===== config.mk =====
export PLATFORM = sky130hd
export DESIGN_NAME = handle_remote_move
export DESIGN_NICKNAME = d
export VERILOG_FILES = /design/src/rtl/handle_remote_move.sv
export SDC_FILE = /design/constraint.sdc
export NUM_CORES = 1
export LEC_CHECK = 0
export CORE_UTILIZATION = 47
export DETAILED_ROUTE_END_ITERATION = 8
export PLACE_DENSITY = 0.8
export SLEW_MARGIN = 20
export SYNTH_ARGS = -nofsm -noshare
export SYNTH_HDL_FRONTEND = slang
export SYNTH_SLANG_ARGS = --single-unit

===== constraint.sdc =====
create_clock -name clk -period 3.3 [get_ports clk]
set_input_delay 0.33 -clock clk [delete_from_list [all_inputs] [get_ports clk]]
set_output_delay 0.33 -clock clk [all_outputs]
set_load 0.02 [all_outputs]

===== src/rtl/handle_remote_move.sv =====
// Replays opponent TAKE/DOWN/CURSOR messages onto the local table; TAKE done at 2*len+1, DOWN at n+1, reject at 1 cycle after accept.
// rx_ready is high only in IDLE; rx_en while busy is dropped and flagged on rx_overrun. Optional REMOTE_CURSOR_EN enables cursor messages.
module handle_remote_move #(
   parameter logic       PLAYER         = 1'b0,
   parameter logic [3:0] REMOTE_TURN_ST = 4'd3,
   parameter int         TABLE_COLS     = 18,
   parameter logic [3:0] MSG_TAKE       = 4'd4,
   parameter logic [3:0] MSG_DOWN       = 4'd5,
   parameter logic [3:0] MSG_CURSOR     = 4'd6,
   parameter logic [5:0] CARD_EMPTY     = 6'd54
) (
   input  logic       clk,
   input  logic       rst,
   input  logic       interboard_rst,
   input  logic [3:0] cur_game_state,
   input  logic       rx_en,
   input  logic [3:0] rx_msg_type,
   input  logic [4:0] rx_block_x,
   input  logic [2:0] rx_block_y,
   input  logic [5:0] rx_card,
   input  logic [2:0] rx_sel_len,
   output logic       rx_ready,
   output logic [4:0] tbl_rd_x,
   output logic [2:0] tbl_rd_y,
   input  logic [5:0] tbl_rd_card,
   output logic       tbl_wr_en,
   output logic [4:0] tbl_wr_x,
   output logic [2:0] tbl_wr_y,
   output logic [5:0] tbl_wr_card,
   output logic [2:0] hold_cnt,
   output logic       move_rx_done,
   output logic       move_rx_err,
   output logic       rx_overrun,
   output logic [4:0] remote_cur_x,
   output logic [2:0] remote_cur_y
);

   localparam logic [2:0] S_IDLE    = 3'd0;
   localparam logic [2:0] S_TAKE_RD = 3'd1;
   localparam logic [2:0] S_TAKE_WR = 3'd2;
   localparam logic [2:0] S_DOWN_WR = 3'd3;
   localparam logic [2:0] S_DONE    = 3'd4;
   localparam logic [2:0] S_ERR     = 3'd5;
   localparam logic [5:0] COLS6     = 6'(TABLE_COLS);

   logic [2:0] state_q, state_d;
   logic [4:0] x_q, x_d;
   logic [2:0] y_q, y_d;
   logic [5:0] card_q, card_d;
   logic [2:0] len_q, len_d;
   logic [2:0] idx_q, idx_d;
   logic       single_q, single_d;
   logic [2:0] hold_cnt_q, hold_cnt_d;
   logic [5:0] hold_q [7];
   logic       hold_we;
   logic       ovr_q, ovr_d;
   logic       rst_all;
   logic [2:0] eff_len;
   logic [5:0] end_col;
   logic       range_bad, state_bad;
   logic [4:0] addr_x;
   logic       unused_ok;

`ifdef REMOTE_CURSOR_EN
   logic [4:0] cur_x_q, cur_x_d;
   logic [2:0] cur_y_q, cur_y_d;
`endif

   assign rst_all   = !rst || interboard_rst;
   assign addr_x    = x_q + {2'b00, idx_q};
   assign unused_ok = ^{PLAYER, MSG_CURSOR};

   always_comb begin
      state_d    = state_q;
      x_d        = x_q;
      y_d        = y_q;
      card_d     = card_q;
      len_d      = len_q;
      idx_d      = idx_q;
      single_d   = single_q;
      hold_cnt_d = hold_cnt_q;
      hold_we    = 1'b0;
      ovr_d      = rx_en && (state_q != S_IDLE);
`ifdef REMOTE_CURSOR_EN
      cur_x_d    = cur_x_q;
      cur_y_d    = cur_y_q;
`endif
      // A DOWN that empties the hold buffer spans hold_cnt cells, not rx_sel_len
      eff_len    = (rx_msg_type == MSG_DOWN && hold_cnt_q != 3'd0) ? hold_cnt_q : rx_sel_len;
      end_col    = {1'b0, rx_block_x} + {3'b000, eff_len};
      range_bad  = end_col > COLS6;
      state_bad  = cur_game_state != REMOTE_TURN_ST;
      case (state_q)
         S_IDLE: begin
            if (rx_en) begin
               x_d      = rx_block_x;
               y_d      = rx_block_y;
               card_d   = rx_card;
               len_d    = rx_sel_len;
               idx_d    = 3'd0;
               single_d = 1'b0;
               state_d  = S_ERR;
               if (rx_msg_type == MSG_TAKE) begin
                  if (!state_bad && !range_bad && hold_cnt_q == 3'd0 && rx_sel_len != 3'd0)
                     state_d = S_TAKE_RD;
               end else if (rx_msg_type == MSG_DOWN) begin
                  if (!state_bad && !range_bad) begin
                     if (hold_cnt_q != 3'd0) begin
                        state_d = S_DOWN_WR;
                        len_d   = hold_cnt_q;
                     end else if (rx_sel_len == 3'd1) begin
                        state_d  = S_DOWN_WR;
                        single_d = 1'b1;
                     end
                  end
               end
`ifdef REMOTE_CURSOR_EN
               else if (rx_msg_type == MSG_CURSOR) begin
                  cur_x_d = rx_block_x;
                  cur_y_d = rx_block_y;
                  state_d = S_DONE;
               end
`endif
            end
         end
         S_TAKE_RD: state_d = S_TAKE_WR;
         S_TAKE_WR: begin
            hold_we = 1'b1;
            if (idx_q == len_q - 3'd1) begin
               hold_cnt_d = len_q;
               state_d    = S_DONE;
            end else begin
               idx_d   = idx_q + 3'd1;
               state_d = S_TAKE_RD;
            end
         end
         S_DOWN_WR: begin
            if (idx_q == len_q - 3'd1) begin
               hold_cnt_d = 3'd0;
               state_d    = S_DONE;
            end else begin
               idx_d = idx_q + 3'd1;
            end
         end
         default: state_d = S_IDLE;
      endcase
   end

   always_ff @(posedge clk) begin
      if (rst_all) begin
         state_q    <= S_IDLE;
         x_q        <= '0;
         y_q        <= '0;
         card_q     <= '0;
         len_q      <= '0;
         idx_q      <= '0;
         single_q   <= 1'b0;
         hold_cnt_q <= '0;
         ovr_q      <= 1'b0;
         for (int i = 0; i < 7; i++) hold_q[i] <= '0;
`ifdef REMOTE_CURSOR_EN
         cur_x_q    <= '0;
         cur_y_q    <= '0;
`endif
      end else begin
         state_q    <= state_d;
         x_q        <= x_d;
         y_q        <= y_d;
         card_q     <= card_d;
         len_q      <= len_d;
         idx_q      <= idx_d;
         single_q   <= single_d;
         hold_cnt_q <= hold_cnt_d;
         ovr_q      <= ovr_d;
         if (hold_we) hold_q[idx_q] <= tbl_rd_card;
`ifdef REMOTE_CURSOR_EN
         cur_x_q    <= cur_x_d;
         cur_y_q    <= cur_y_d;
`endif
      end
   end

   assign rx_ready     = state_q == S_IDLE;
   assign tbl_rd_x     = addr_x;
   assign tbl_rd_y     = y_q;
   assign tbl_wr_x     = addr_x;
   assign tbl_wr_y     = y_q;
   assign tbl_wr_en    = (state_q == S_TAKE_WR) || (state_q == S_DOWN_WR);
   assign tbl_wr_card  = (state_q == S_TAKE_WR) ? CARD_EMPTY :
                         (state_q == S_DOWN_WR) ? (single_q ? card_q : hold_q[idx_q]) : 6'd0;
   assign hold_cnt     = hold_cnt_q;
   assign move_rx_done = state_q == S_DONE;
   assign move_rx_err  = state_q == S_ERR;
   assign rx_overrun   = ovr_q;

`ifdef REMOTE_CURSOR_EN
   assign remote_cur_x = cur_x_q;
   assign remote_cur_y = cur_y_q;
`else
   assign remote_cur_x = 5'd0;
   assign remote_cur_y = 3'd0;
`endif

endmodule


# Word level (Yosys, flattened, before mapping)
# Memory sizes are Yosys's and may differ from the RTL's. A register that Yosys moved wholly into a read port is not among the register bits.
# Index checks and enable logic that the tools add are counted.
[word_totals]
regBits = 28
ram_bits = 42
inputBits = 35
word_cells = 92
memories = 1
[op_classes]
addsub = 4
magnitude_cmp = 1
n_eq_ne = 14
mux = 40
reduce_logical = 23
[memory_table]
columns = ["memory", "words", "word_bits", "rd", "rd_ports_with_merged_regs", "write_ports", "line_no", "rtl"]
rows = [
  ["hold_q", 7, 6, 1, 1, 7, "54", "logic [5:0] hold_q [7];"],
]
[op_table]
columns = ["cell", "count"]
rows = [
  ["3-bit 2-to-1 mux", 21],
  ["6-bit 2-to-1 mux", 4],
  ["1-bit 2-to-1 mux", 12],
  ["3-bit one-hot mux with 2 select lines", 2],
  ["3-bit one-hot mux with 4 select lines", 1],
  ["3-bit nonzero test", 3],
  ["4-bit by 3-bit == test with 1-bit output, second input constant", 2],
  ["2-bit inequality test, second input constant", 4],
  ["5-bit by 3-bit adder with 6-bit output", 1],
  ["3-bit by 1-bit == test with 1-bit output, second input constant", 2],
  ["3-bit by 2-bit == test with 1-bit output, second input constant", 2],
  ["3-bit == test, second input constant", 2],
  ["6-bit by 5-bit greater-than comparator with 1-bit output, second input constant", 1],
  ["3-bit logical NOT", 2],
  ["3-bit AND reduction", 2],
  ["6-bit OR reduction", 1],
  ["5-bit by 3-bit adder with 5-bit output", 1],
  ["1-bit logical AND", 5],
  ["4-bit by 2-bit inequality test with 1-bit output, second input constant", 1],
  ["2-bit AND reduction", 2],
  ["2-bit nonzero test", 2],
  ["3-bit by 1-bit adder with 3-bit output, second input constant", 1],
  ["3-bit == test", 1],
  ["1-bit logical NOT", 3],
  ["3 further kinds", 4],
]

# Longest topological paths before layout
# Gate-level depths: netlist of run 1.
[logic_depth]
ltp_word = 13
ltp_mapped = 13
depth_no_buf = 12

# Least setup slack after synthesis of run 1
# OpenSTA, ideal clock, no wires.
[synth_path]
path_type = "in2reg"
from = "input port rx_msg_type[3]"
to = "register single_q"
setup_ns = 0.071
arrival_ns = 3.285
t_required_ns = 3.229
setup_slack_ns = -0.056
cell_stages = 13
path_buffers = 1
cell_sequence = "nor3b_1 -> and2_1 -> clkbuf_1 -> nand2_1 -> a22o_1 -> ha_1 -> fa_1 -> xnor2_2 -> nand2_1 -> or3_1 -> a311o_1 -> or4_1 -> a21oi_1"
[synth_between]
elab_chain_len = 10
[synth_rtl]
columns = ["item", "line_no", "rtl"]
rows = [
  ["from (decl)", "17", "input logic [3:0] rx_msg_type,"],
  ["4-bit by 3-bit == test with 1-bit output", "89, 106", ""],
  ["1-bit logical AND", "89", "eff_len = (rx_msg_type == MSG_DOWN && hold_cnt_q != 3'd0) ? hold_cnt_q : rx_sel_len;"],
  ["3-bit 2-to-1 mux", "89", ""],
  ["5-bit by 3-bit adder with 6-bit output", "90", "end_col = {1'b0, rx_block_x} + {3'b000, eff_len};"],
  ["6-bit by 5-bit greater-than comparator with 1-bit output", "91", "range_bad = end_col > COLS6;"],
  ["1-bit logical NOT", "107", "if (!state_bad && !range_bad) begin"],
  ["1-bit logical AND", "107", ""],
  ["1-bit 2-to-1 mux", "107", ""],
  ["1-bit 2-to-1 mux", "106", "end else if (rx_msg_type == MSG_DOWN) begin"],
  ["1-bit 2-to-1 mux *", "103", "if (rx_msg_type == MSG_TAKE) begin"],
  ["to (signal assigned)", "172", "single_q <= single_d;"],
  ["to (decl)", "52", "logic single_q, single_d;"],
]
# Mark *: on every way between the ends. The rest lies on a longest branch, timed or not.
# A chain may end at the register's enable or synchronous reset.

# Final worst setup path of run 1
[layout_path]
from = "input port rx_msg_type[0]"
to = "register single_q"
# The elaborated chain is that of the path after synthesis.

==> flow_metrics.py, run 1 <==
metrics = {
    "global_route": {
        "grt_pass1_vias": 2970,
        "grt_use_total": 0.229,
        "grt_pass1_wl_mm": 14.9,
        "antenna_found_initial": 0,
        "grt_max_degree": 19,
        "gr-total-overflow": 0,
    },
    "pwr": {
        "internal-power_mw": 1.59,
        "leakagePower_nw": 1.91,
        "power.share.clock": 0.374,
        "p_sw_frac": 0.229,
        "ir_drop_mv": 0.227,
        "p_per_area_mw_per_mm2": 421,
        "power.share.sequential": 0.520,
        "power_frac_comb": 0.105,
        "power_switching_uw": 472,
    },
    "worst_setup_path": {
        "worstSetupStartpointType": "primary input",
        "crit_end": "single_q$_SDFFE_PP0P_",
        "timing.rr.start": "hold_cnt[0]$_SDFFE_PP0P_",
        "worstSetupStartpoint": "rx_msg_type[0]",
        "r2r_end": "single_q$_SDFFE_PP0P_",
        "cp.arrival_ns": 3.45,
        "reg2reg_slack_ns": 0.14,
        "path_depth": 12,
        "reg2reg_depth": 11,
        "crit_family": "simple AND/OR/NAND/NOR gates",
        "crit_slowest_cell": "or4_1",
        "timing.critical_path.buf_inv": 2,
        "end_kind": "flip-flop",
        "crit_type": "in -> reg",
        "crit_fanout": 4,
        "crit_path_cell_trace": "clkdlybuf4s50_1 > and2_4 > buf_4 > a22o_1 > ha_2 > fa_2 > xnor2_2 > nand2_1 > or3_4 > a311o_1 > or4_1 > a21oi_1",
        "cpPeakStageDelay_ns": 0.52,
        "required_ns": 3.59,
    },
    "timing": {
        "hold_slack_ns": 0.468,
        "maxSlewHeadroom": 0.499,
        "timing.final.ws_setup_ns": 0.137,
        "final_hold_viol_count": 0,
        "final.min_clock_period_ns": 3.16,
        "finalSetupViolations": 0,
        "rsz0062_at_grt": "no",
        "slew_violations": 0,
        "tightestPinTransition_ns": 0.750,
        "fin_crit_sh": 0.958,
        "fmax_mhz": 316,
        "skew_ns": 0.0123,
    },
    "detailed_routing": {
        "via_count": 3058,
        "via_per_inst": 5.57,
        "dr.pass1.iters": 5,
        "dr.first_iter.drc_count": 305,
        "drc": 0,
        "drt.antenna.violating_nets": 0,
        "wl_per_cell_um": 16.6,
        "finalWirelength_mm": 9.11,
    },
    "final_layout": {
        "ff_latch_area_sq_mm": 0.00200,
        "multi_input_area_sq_mm": 0.00171,
        "diodes": 0,
        "design_area_sq_mm": 0.00490,
        "area_growth_syn_to_layout_pct": 25.2,
        "drive_above_1_share": 0.132,
        "fillers": 597,
        "instances_no_fill": 549,
        "nets": 488,
    },
    "die": {
        "coreArea_sq_mm": 0.00789,
        "initial_core_util": 0.496,
        "io_pins": 73,
        "rows": 32,
        "die_w_um": 93.2,
        "dieArea_sq_mm": 0.00869,
        "fp.dieH_um": 93.2,
    },
    "place": {
        "io_buffers": 64,
        "dpl.hpwl_mm": 6.70,
        "dp_cells": 531,
        "routabilityCongestion": 0.879,
        "pre_cts_ws_ns": -0.460,
        "place_area_sq_mm": 0.00464,
    },
    "synth": {
        "synthCells": 376,
        "synth_adder_area_share": 0.0390,
        "synthArstFlopShare": 0,
        "netlist.area_leader.share": 0.322,
        "synthDistinctLibCells": 46,
        "syn_area_sq_mm": 0.00391,
        "synth_xor_area_frac": 0.0237,
        "synthMuxAreaShare": 0.0985,
        "synthFlopType": "edfxtp_1",
        "syn_area_per_cell_sq_um": 10.4,
        "yosysMostFrequentCell": "nand2_1",
        "synthTopCellsByArea": "edfxtp_1 (32%), dfxtp_1 (19%), mux4_2 (6.9%)",
        "ys_ff_latch": 79,
        "synth_edf_count": 42,
        "yosysSeqAreaShare": 0.512,
        "synth_simple_gate_area_share": 0.169,
        "netlist_top_cells_count": "nand2_1 (59), edfxtp_1 (42), nor2_1 (39)",
        "synth_area_leader_cell": "edfxtp_1",
        "synth_compound_area_frac": 0.0927,
        "synth_top_family_by_area": "simple AND/OR/NAND/NOR gates",
        "yosysWarnings": 0,
    },
    "clock_tree": {
        "cts_root_buf": "clkbuf_8",
        "cts-htree-levels": 3,
        "hold_buffers": 0,
        "clk_pin_slew_worst_paths_ns": 0.08,
        "clock_latency_ns": 0.36,
        "clock_sinks": 79,
        "cts_buffer_depth": 2,
        "cts_tree": "built",
        "numCtsBuffers": 9,
    },
    "hold_path": {
        "whs_path_depth": 2,
        "min_path_type": "reg -> reg",
    },
    "flow_run": {
        "maxCapViolations": 0,
    },
    "status": {
        "outcome": "completed",
    },
}
-- state kept, by name, indices dropped and copies added (netlist names), 3 cells and up, named ones only --
signal and flops:
state_q 3, len_q 3, card_q 6, x_q 5, tbl_rd_y 3, hold_q 48, hold_cnt 3, idx_q 3
-- per-layer routing --
metal | GRT usage | wire length [um] | up-vias
li1 | - | - | 1435
met1 | 0.303 | 3750 | 1446
met2 | 0.375 | 4480 | 160
met3 | 0.0382 | 685 | 17
met4 | 0.0910 | 187 | 0
met5 | 0 | 0 | -
-- cells by family after synthesis --
kind of cell / Yosys count
flip-flops: 79
AO/OA/AOI/OAI: 60
multiplexers: 23
XOR/XNOR: 8
AND/OR/NAND/NOR: 144
adder cells (fa/ha/maj): 11
other: 1
buffers and inverters: 50
-- layout make-up --
type,instances,share of cell area
clock buffer,11,0.0268
clock inverter,5,0.0166
inverter,16,0.0123
multi-input combinational,254,0.350
sequential,79,0.409
tap,102,0.0261
timing repair buffer,82,0.160
-- stage by stage --
| stage | total power [mW] | utilization | TNS (ns) |
|---|---|---|---|
| final | 2.06 | 0.621 | 0 |
| after floorplan | 1.22 | - | 0 |
| after detailed placement | 1.30 | 0.588 | -1.70 |
| after global placement | 1.30 | 0.588 | -1.10 |
| after CTS | 2.06 | 0.617 | 0 |
| after global routing | 2.14 | 0.621 | 0 |
-- power by group through the flow --
stage	Clock, mW	Combinational [mW]	Sequential [mW]
5_1_grt	0.829	0.236	1.08
4_1_cts	0.778	0.214	1.07
6_report	0.772	0.217	1.07
2_1_floorplan	0	0.129	1.09
3_5_place_dp	0	0.210	1.09
3_3_place_gp	0	0.205	1.09
-- cell usage in the layout (no fill, tap or decap), types with 3 or more instances in the layout --
master / count
clkdlybuf4s50_1: 61
a31oi_1: 4
nor2b_1: 3
nand4_1: 5
clkbuf_8: 9
o22a_1: 6
xnor2_1: 5
nand2b_1: 3
edfxtp_1: 42
a21oi_1: 32
dfxtp_1: 37
mux2i_1: 7
nand2_1: 58
o21ai_0: 8
mux2_2: 4
nor3_1: 11
inv_1: 16
buf_4: 18
conb_1: 8
a22o_1: 3
ha_1: 8
mux4_2: 12
dlymetal6s2s_1: 3
and2_1: 6
nor2_1: 39
-- worst min path at each step --
| stage | from | slack, ns | to |
|---|---|---|---|
| floorplan | card_q[1]$_SDFFE_PP0P_ | 0.44 | card_q[1]$_SDFFE_PP0P_ |
| global placement | card_q[0]$_SDFFE_PP0P_ | 0.45 | card_q[0]$_SDFFE_PP0P_ |
| detailed placement | card_q[0]$_SDFFE_PP0P_ | 0.45 | card_q[0]$_SDFFE_PP0P_ |
| CTS | card_q[0]$_SDFFE_PP0P_ | 0.46 | card_q[0]$_SDFFE_PP0P_ |
| global route | card_q[0]$_SDFFE_PP0P_ | 0.48 | card_q[0]$_SDFFE_PP0P_ |
| finish | card_q[0]$_SDFFE_PP0P_ | 0.47 | card_q[0]$_SDFFE_PP0P_ |
-- what timing repair did --
action,in CTS,in global routing
resized for setup,2,8
setup buffers,1,1
endpoints found under the setup margin,2,2
gates cloned,0,0
hold endpoints to repair,0,0
pin swaps,1,10
-- worst min-delay path: stages (launching register included) --
cell and delay (ns):
dfxtp_1 0.31, nand2_1 0.05, a21oi_1 0.06
Power figures use the tool's default switching activity.
==> run 2, diff against run 1 <==
--- a/config.mk
+++ b/config.mk
@@ -8,6 +8,7 @@
 export CORE_UTILIZATION = 47
 export DETAILED_ROUTE_END_ITERATION = 8
 export PLACE_DENSITY = 0.8
+export REMOVE_ABC_BUFFERS = 1
 export SLEW_MARGIN = 20
 export SYNTH_ARGS = -nofsm -noshare
 export SYNTH_HDL_FRONTEND = slang
==> run 2 against run 1 <==
Effect of this change: global-route usage down 0.51 points; critical path depth stayed put; design area is 1.0% higher; hold slack got worse by 0.0058 ns; core utilization increased by 0.62 points; total power fell by 0.46%; first-iteration DRC count decreased by 19%; clock-buffer cell count unchanged; maximum frequency grew 0.33%; die area is the same; sequential share of layout area fell by 0.40 points; clock power down 3.8%.
==> flow_metrics.py, run 2 (synthesis gave the netlist of run 1 again) <==
metrics = {
    "clock_tree": {
        "cts-htree-levels": 3,
        "hold_buffers": 0,
        "cts_buffer_depth": 2,
        "clock_latency_ns": 0.36,
        "cts_root_buf": "clkbuf_8",
        "clock_sinks": 79,
        "clk_pin_slew_worst_paths_ns": 0.08,
        "numCtsBuffers": 9,
        "cts_tree": "built",
    },
    "global_route": {
        "grt_pass1_vias": 2992,
        "grt_max_degree": 24,
        "gr-total-overflow": 0,
        "grt_pass1_wl_mm": 14.7,
        "grt_use_total": 0.224,
        "antenna_found_initial": 0,
    },
    "detailed_routing": {
        "finalWirelength_mm": 9.42,
        "wl_per_cell_um": 17.1,
        "drt.antenna.violating_nets": 0,
        "via_count": 3124,
        "via_per_inst": 5.67,
        "dr.first_iter.drc_count": 247,
        "drc": 0,
        "dr.pass1.iters": 6,
    },
    "timing": {
        "slew_violations": 0,
        "tightestPinTransition_ns": 0.748,
        "final_hold_viol_count": 0,
        "maxSlewHeadroom": 0.500,
        "hold_slack_ns": 0.462,
        "fin_crit_sh": 0.955,
        "fin_tns_setup_ns": 0,
        "rsz0062_at_grt": "no",
        "fmax_mhz": 317,
        "finalSetupViolations": 0,
        "skew_ns": 0.0150,
        "final.min_clock_period_ns": 3.15,
    },
    "final_layout": {
        "area_growth_syn_to_layout_pct": 26.4,
        "multi_input_area_sq_mm": 0.00174,
        "final_cell_mix": "clkdlybuf4s50_1 (60), nand2_1 (58), edfxtp_1 (42)",
        "fillers": 617,
        "final_util": 0.627,
        "largest_reg_flops": 48,
        "drive_above_1_share": 0.149,
        "nets": 490,
        "ff_latch_area_sq_mm": 0.00200,
        "diodes": 0,
        "reg_top3": "hold_q: 48 flops, card_q: 6 flops, x_q: 5 flops",
        "top_register": "hold_q",
        "mostFrequentLayoutCell": "clkdlybuf4s50_1",
    },
    "hold_path": {
        "whs_path_depth": 2,
        "min_path_type": "reg -> reg",
        "hold_start": "card_q[3]$_SDFFE_PP0P_",
        "min_to": "card_q[3]$_SDFFE_PP0P_",
    },
    "worst_setup_path": {
        "end_kind": "flip-flop",
        "timing.rr.start": "hold_cnt[0]$_SDFFE_PP0P_",
        "crit_slowest_cell": "fa_2",
        "crit_type": "reg -> reg",
        "cpPeakStageDelay_ns": 0.44,
        "crit_fanout": 4,
        "required_ns": 3.58,
        "r2r_end": "state_q[1]$_SDFFE_PP0P_",
        "crit_path_cell_trace": "or3_4 > nand2_2 > a22o_1 > ha_2 > fa_2 > nand2_1 > nand2_1 > or3_4 > a311o_1 > buf_6 > or3b_1 > a21oi_1",
        "cp.arrival_ns": 3.44,
        "reg2reg_depth": 12,
        "reg2reg_slack_ns": 0.15,
        "worstSetupStartpointType": "flip-flop",
    },
    "die": {
        "dieArea_sq_mm": 0.00869,
        "io_pins": 73,
        "coreArea_sq_mm": 0.00789,
        "fp.dieH_um": 93.2,
        "rows": 32,
        "initial_core_util": 0.496,
        "die_w_um": 93.2,
    },
    "pwr": {
        "p_per_area_mw_per_mm2": 415,
        "total_power_mw": 2.05,
        "leakagePower_nw": 1.94,
        "ir_drop_mv": 0.320,
    },
    "place": {
        "dpl.hpwl_mm": 6.82,
        "routabilityCongestion": 0.834,
        "io_buffers": 64,
    },
    "flow_run": {
        "maxCapViolations": 0,
    },
    "status": {
        "outcome": "completed",
    },
}
run 2: metrics by stage:
| step | std cells | setup slack [ns] | instance area (sq um) |
|---|---|---|---|
| floorplan | 349 | 0.0395 | 3750 |
| global placement | 530 | -0.362 | 4630 |
| detailed placement | 530 | -0.444 | 4630 |
| CTS | 551 | 0.0121 | 4900 |
| global route | 551 | 0.0357 | 4950 |
| finish | 551 | 0.148 | 4950 |
run 2: timing repair:
item	CTS	global route
hold endpoints to repair	0	0
endpoints found under the setup margin	2	6
resized for setup	7	10
pin swaps	8	11
buffers inserted	5	0
run 2: worst max-delay path, delay by kind of cell (launching register included):
family,cells,cell delay (ns)
compound gates,3,0.62
fa+ha+maj,2,0.62
buf+inv,1,0.14
flops,1,0.31
simple gates,6,1.39
run 2: report_power, final:
group / total, mW / switching [mW] / internal, mW
registers: 1.07 / 0.0144 / 1.06
clock network: 0.743 / 0.348 / 0.395
logic: 0.238 / 0.122 / 0.116
total: 2.05 / 0.485 / 1.57
run 2: area by class of cell:
| type | instances | share of cell area |
|---|---|---|
| clock inverters | 5 | 0.0111 |
| repair buffers | 84 | 0.163 |
| well taps | 102 | 0.0258 |
| multi-input cells | 254 | 0.353 |
| inverters | 16 | 0.0121 |
| clock buffers | 11 | 0.0309 |
| flip-flops and latches | 79 | 0.405 |
run 2: worst max-delay path by stage:
| stage | to | startpoint | slack, ns | depth (start not counted) |
|---|---|---|---|---|
| after floorplan | single_q$_SDFFE_PP0P_ | rx_msg_type[3] | 0.04 | 12 |
| after global placement | single_q$_SDFFE_PP0P_ | rx_msg_type[2] | -0.36 | 13 |
| after detailed placement | single_q$_SDFFE_PP0P_ | rx_msg_type[2] | -0.44 | 13 |
| after CTS | single_q$_SDFFE_PP0P_ | rx_msg_type[2] | 0.01 | 13 |
| after global routing | state_q[1]$_SDFFE_PP0P_ | hold_cnt[0]$_SDFFE_PP0P_ | 0.04 | 12 |
| final | state_q[1]$_SDFFE_PP0P_ | hold_cnt[0]$_SDFFE_PP0P_ | 0.15 | 12 |
run 2: layer usage:
layer	routed length [um]	vias up	part of all wire	GRT usage
met2	4660	138	0.49	0.365
met1	3870	1526	0.41	0.296
met3	696	21	0.074	0.0358
li1	-	1439	-	-
met5	0	-	0	0
met4	191	0	0.020	0.0974
==> run 3, diff against run 2 <==
--- a/config.mk
+++ b/config.mk
@@ -5,9 +5,9 @@
 export SDC_FILE = /design/constraint.sdc
 export NUM_CORES = 1
 export LEC_CHECK = 0
-export CORE_UTILIZATION = 47
+export CORE_UTILIZATION = 50
 export DETAILED_ROUTE_END_ITERATION = 8
-export PLACE_DENSITY = 0.8
+export PLACE_DENSITY = 0.81
 export REMOVE_ABC_BUFFERS = 1
 export SLEW_MARGIN = 20
 export SYNTH_ARGS = -nofsm -noshare
==> constraint.sdc (replaced) <==
create_clock -name clk -period 2.98 [get_ports clk]
set_input_delay 0.298 -clock clk [delete_from_list [all_inputs] [get_ports clk]]
set_output_delay 0.298 -clock clk [all_outputs]
set_load 0.02 [all_outputs]
==> run 3 against run 2 <==
Effect of this change: the run now ends with setup timing left; clock power grew 5.5%; hold slack about the same; register-to-register slack got worse by 0.20 ns; sequential power is 10% higher; via count increased by 0.58%; total power increased by 8.1%; combinational power is 6% higher; die area down 5.9%; design area down 0.30%; critical path depth is 3 higher.
==> flow_metrics.py, run 3 (synthesis gave the netlist of run 1 again) <==
metrics = {
    "detailed_routing": {
        "via_per_inst": 5.70,
        "via_count": 3142,
        "drc": 0,
        "route.met3.wl_um": 764,
        "wl_met2_mm": 4.84,
        "dr.first_iter.drc_count": 251,
        "highest_layer": "met4",
        "drt.antenna.violating_nets": 0,
        "dr.pass1.iters": 5,
        "met1Wirelength_mm": 3.71,
        "wl_per_cell_um": 17.2,
        "finalWirelength_mm": 9.47,
    },
    "worst_setup_path": {
        "path_depth": 15,
        "end_kind": "flip-flop",
        "crit_fanout": 7,
        "crit_family": "compound AO/OA/AOI/OAI gates",
        "cp.arrival_ns": 3.33,
        "crit_slowest_cell": "a311o_1",
        "cpPeakStageDelay_ns": 0.38,
        "crit_path_cell_trace": "dlygate4sd2_1 > nor3b_2 > and2_4 > buf_6 > a22o_1 > ha_2 > fa_2 > buf_4 > a21o_2 > a21oi_2 > nand2_1 > a311o_1 > buf_4 > or3b_4 > a21oi_2",
        "timing.critical_path.buf_inv": 4,
        "worstSetupStartpointType": "primary input",
        "reg2reg_depth": 12,
        "required_ns": 3.28,
        "crit_type": "in -> reg",
    },
    "final_layout": {
        "nets": 493,
        "final_util": 0.666,
        "fillers": 574,
        "multi_input_area_sq_mm": 0.00173,
        "area_growth_syn_to_layout_pct": 26.0,
        "mostFrequentLayoutCell": "clkdlybuf4s50_1",
        "drive_above_1_share": 0.159,
        "ff_latch_area_sq_mm": 0.00200,
        "diodes": 0,
        "largest_reg_flops": 48,
        "top_register": "hold_q",
        "reg_top3": "hold_q: 48 flops, card_q: 6 flops, x_q: 5 flops",
        "instances_no_fill": 551,
        "final_cell_mix": "clkdlybuf4s50_1 (60), nand2_1 (58), edfxtp_1 (42)",
    },
    "pwr": {
        "ir_drop_mv": 0.299,
        "p_per_area_mw_per_mm2": 450,
        "leakagePower_nw": 1.91,
    },
    "timing": {
        "skew_ns": 0.0132,
        "final.min_clock_period_ns": 3.03,
        "slew_violations": 0,
        "timing.final.ws_setup_ns": -0.0535,
        "maxSlewHeadroom": 0.499,
        "fin_crit_sh": 1.02,
        "finalSetupViolations": 1,
        "fmax_mhz": 330,
        "final_hold_viol_count": 0,
        "hold_slack_ns": 0.462,
        "tightestPinTransition_ns": 0.749,
        "rsz0062_at_grt": "yes",
    },
    "flow_run": {
        "maxCapViolations": 0,
    },
    "global_route": {
        "grt_max_degree": 24,
        "antenna_found_initial": 0,
        "grt_pass1_wl_mm": 15.0,
        "gr-total-overflow": 0,
        "grt_use_total": 0.240,
        "grt_pass1_vias": 3090,
    },
    "die": {
        "dieArea_sq_mm": 0.00818,
        "coreArea_sq_mm": 0.00741,
        "fp.dieH_um": 90.5,
        "rows": 31,
        "initial_core_util": 0.528,
        "die_w_um": 90.5,
        "io_pins": 73,
    },
    "place": {
        "dpl.hpwl_mm": 6.89,
        "io_buffers": 64,
        "dp_cells": 533,
        "routabilityCongestion": 0.836,
    },
    "status": {
        "outcome": "complete, but fails checks",
        "violations": "setup timing",
    },
    "clock_tree": {
        "numCtsBuffers": 9,
        "clock_latency_ns": 0.36,
        "cts-htree-levels": 3,
        "clk_pin_slew_worst_paths_ns": 0.08,
        "cts_root_buf": "clkbuf_8",
        "cts_tree": "built",
        "hold_buffers": 0,
        "clock_sinks": 79,
        "cts_buffer_depth": 2,
    },
    "hold_path": {
        "min_path_type": "reg -> reg",
        "whs_path_depth": 2,
    },
}
==> run 3: path summary, 6_finish.rpt <==
path	start	endpoint	slack, ns
worst max-delay path	rx_msg_type[2]	state_q[1]$_SDFFE_PP0P_	-0.05
worst min-delay path	card_q[2]$_SDFFE_PP0P_	card_q[2]$_SDFFE_PP0P_	0.46
worst max register to register	hold_cnt[0]$_SDFFE_PP0P_	state_q[1]$_SDFFE_PP0P_	-0.05
worst min register to register	card_q[2]$_SDFFE_PP0P_	card_q[2]$_SDFFE_PP0P_	0.46
==> run 3: worst register-to-register path, delay by kind of cell, from the launching register on <==
kind | cells | cell delay, ns
DFF | 1 | 0.32
buffers and inverters | 1 | 0.15
and+or+nand+nor | 6 | 1.28
AOI/OAI and AO/OA | 3 | 0.59
adders and majority gates | 2 | 0.63
==> run 3: area by class of cell <==
type                            instances  area share
Sequential cell                        79       0.406
Multi-Input combinational cell        254       0.351
Clock buffer                            9      0.0251
Timing Repair Buffer                   87       0.165
Tap cell                               99      0.0251
Inverter                               16      0.0122
Clock inverter                          7      0.0145
==> run 3: what timing repair did <==
item	4_1_cts	5_1_grt
pin swaps	12	6
setup endpoints to repair	5	6
buffers inserted	2	0
gates resized for setup	12	8
==> run 3: through the flow <==
| stage | setup TNS, ns | setup slack (ns) | power, mW | cell area, sq um |
|---|---|---|---|---|
| 2_1_floorplan | -0.527 | -0.248 | 1.33 | 3750 |
| 3_3_place_gp | -2.53 | -0.621 | 1.44 | 4670 |
| 3_5_place_dp | -3.14 | -0.722 | 1.45 | 4670 |
| 4_1_cts | -0.193 | -0.119 | 2.22 | 4900 |
| 5_1_grt | -0.340 | -0.173 | 2.29 | 4930 |
| 6_report | -0.0535 | -0.0535 | 2.22 | 4930 |
==> run 3: where the power goes <==
part / total [mW] / switching, mW / leakage (nW) / internal, mW
sequential: 1.18 / 0.0130 / 0.767 / 1.17
clock: 0.784 / 0.397 / 0.0949 / 0.387
combinational: 0.253 / 0.132 / 1.05 / 0.120
==> run 3: per-layer routing <==
metal | vias up | track usage
li1 | 1445 | -
met1 | 1527 | 0.301
met2 | 158 | 0.413
met3 | 12 | 0.0404
met4 | 0 | 0.0927
met5 | - | 0
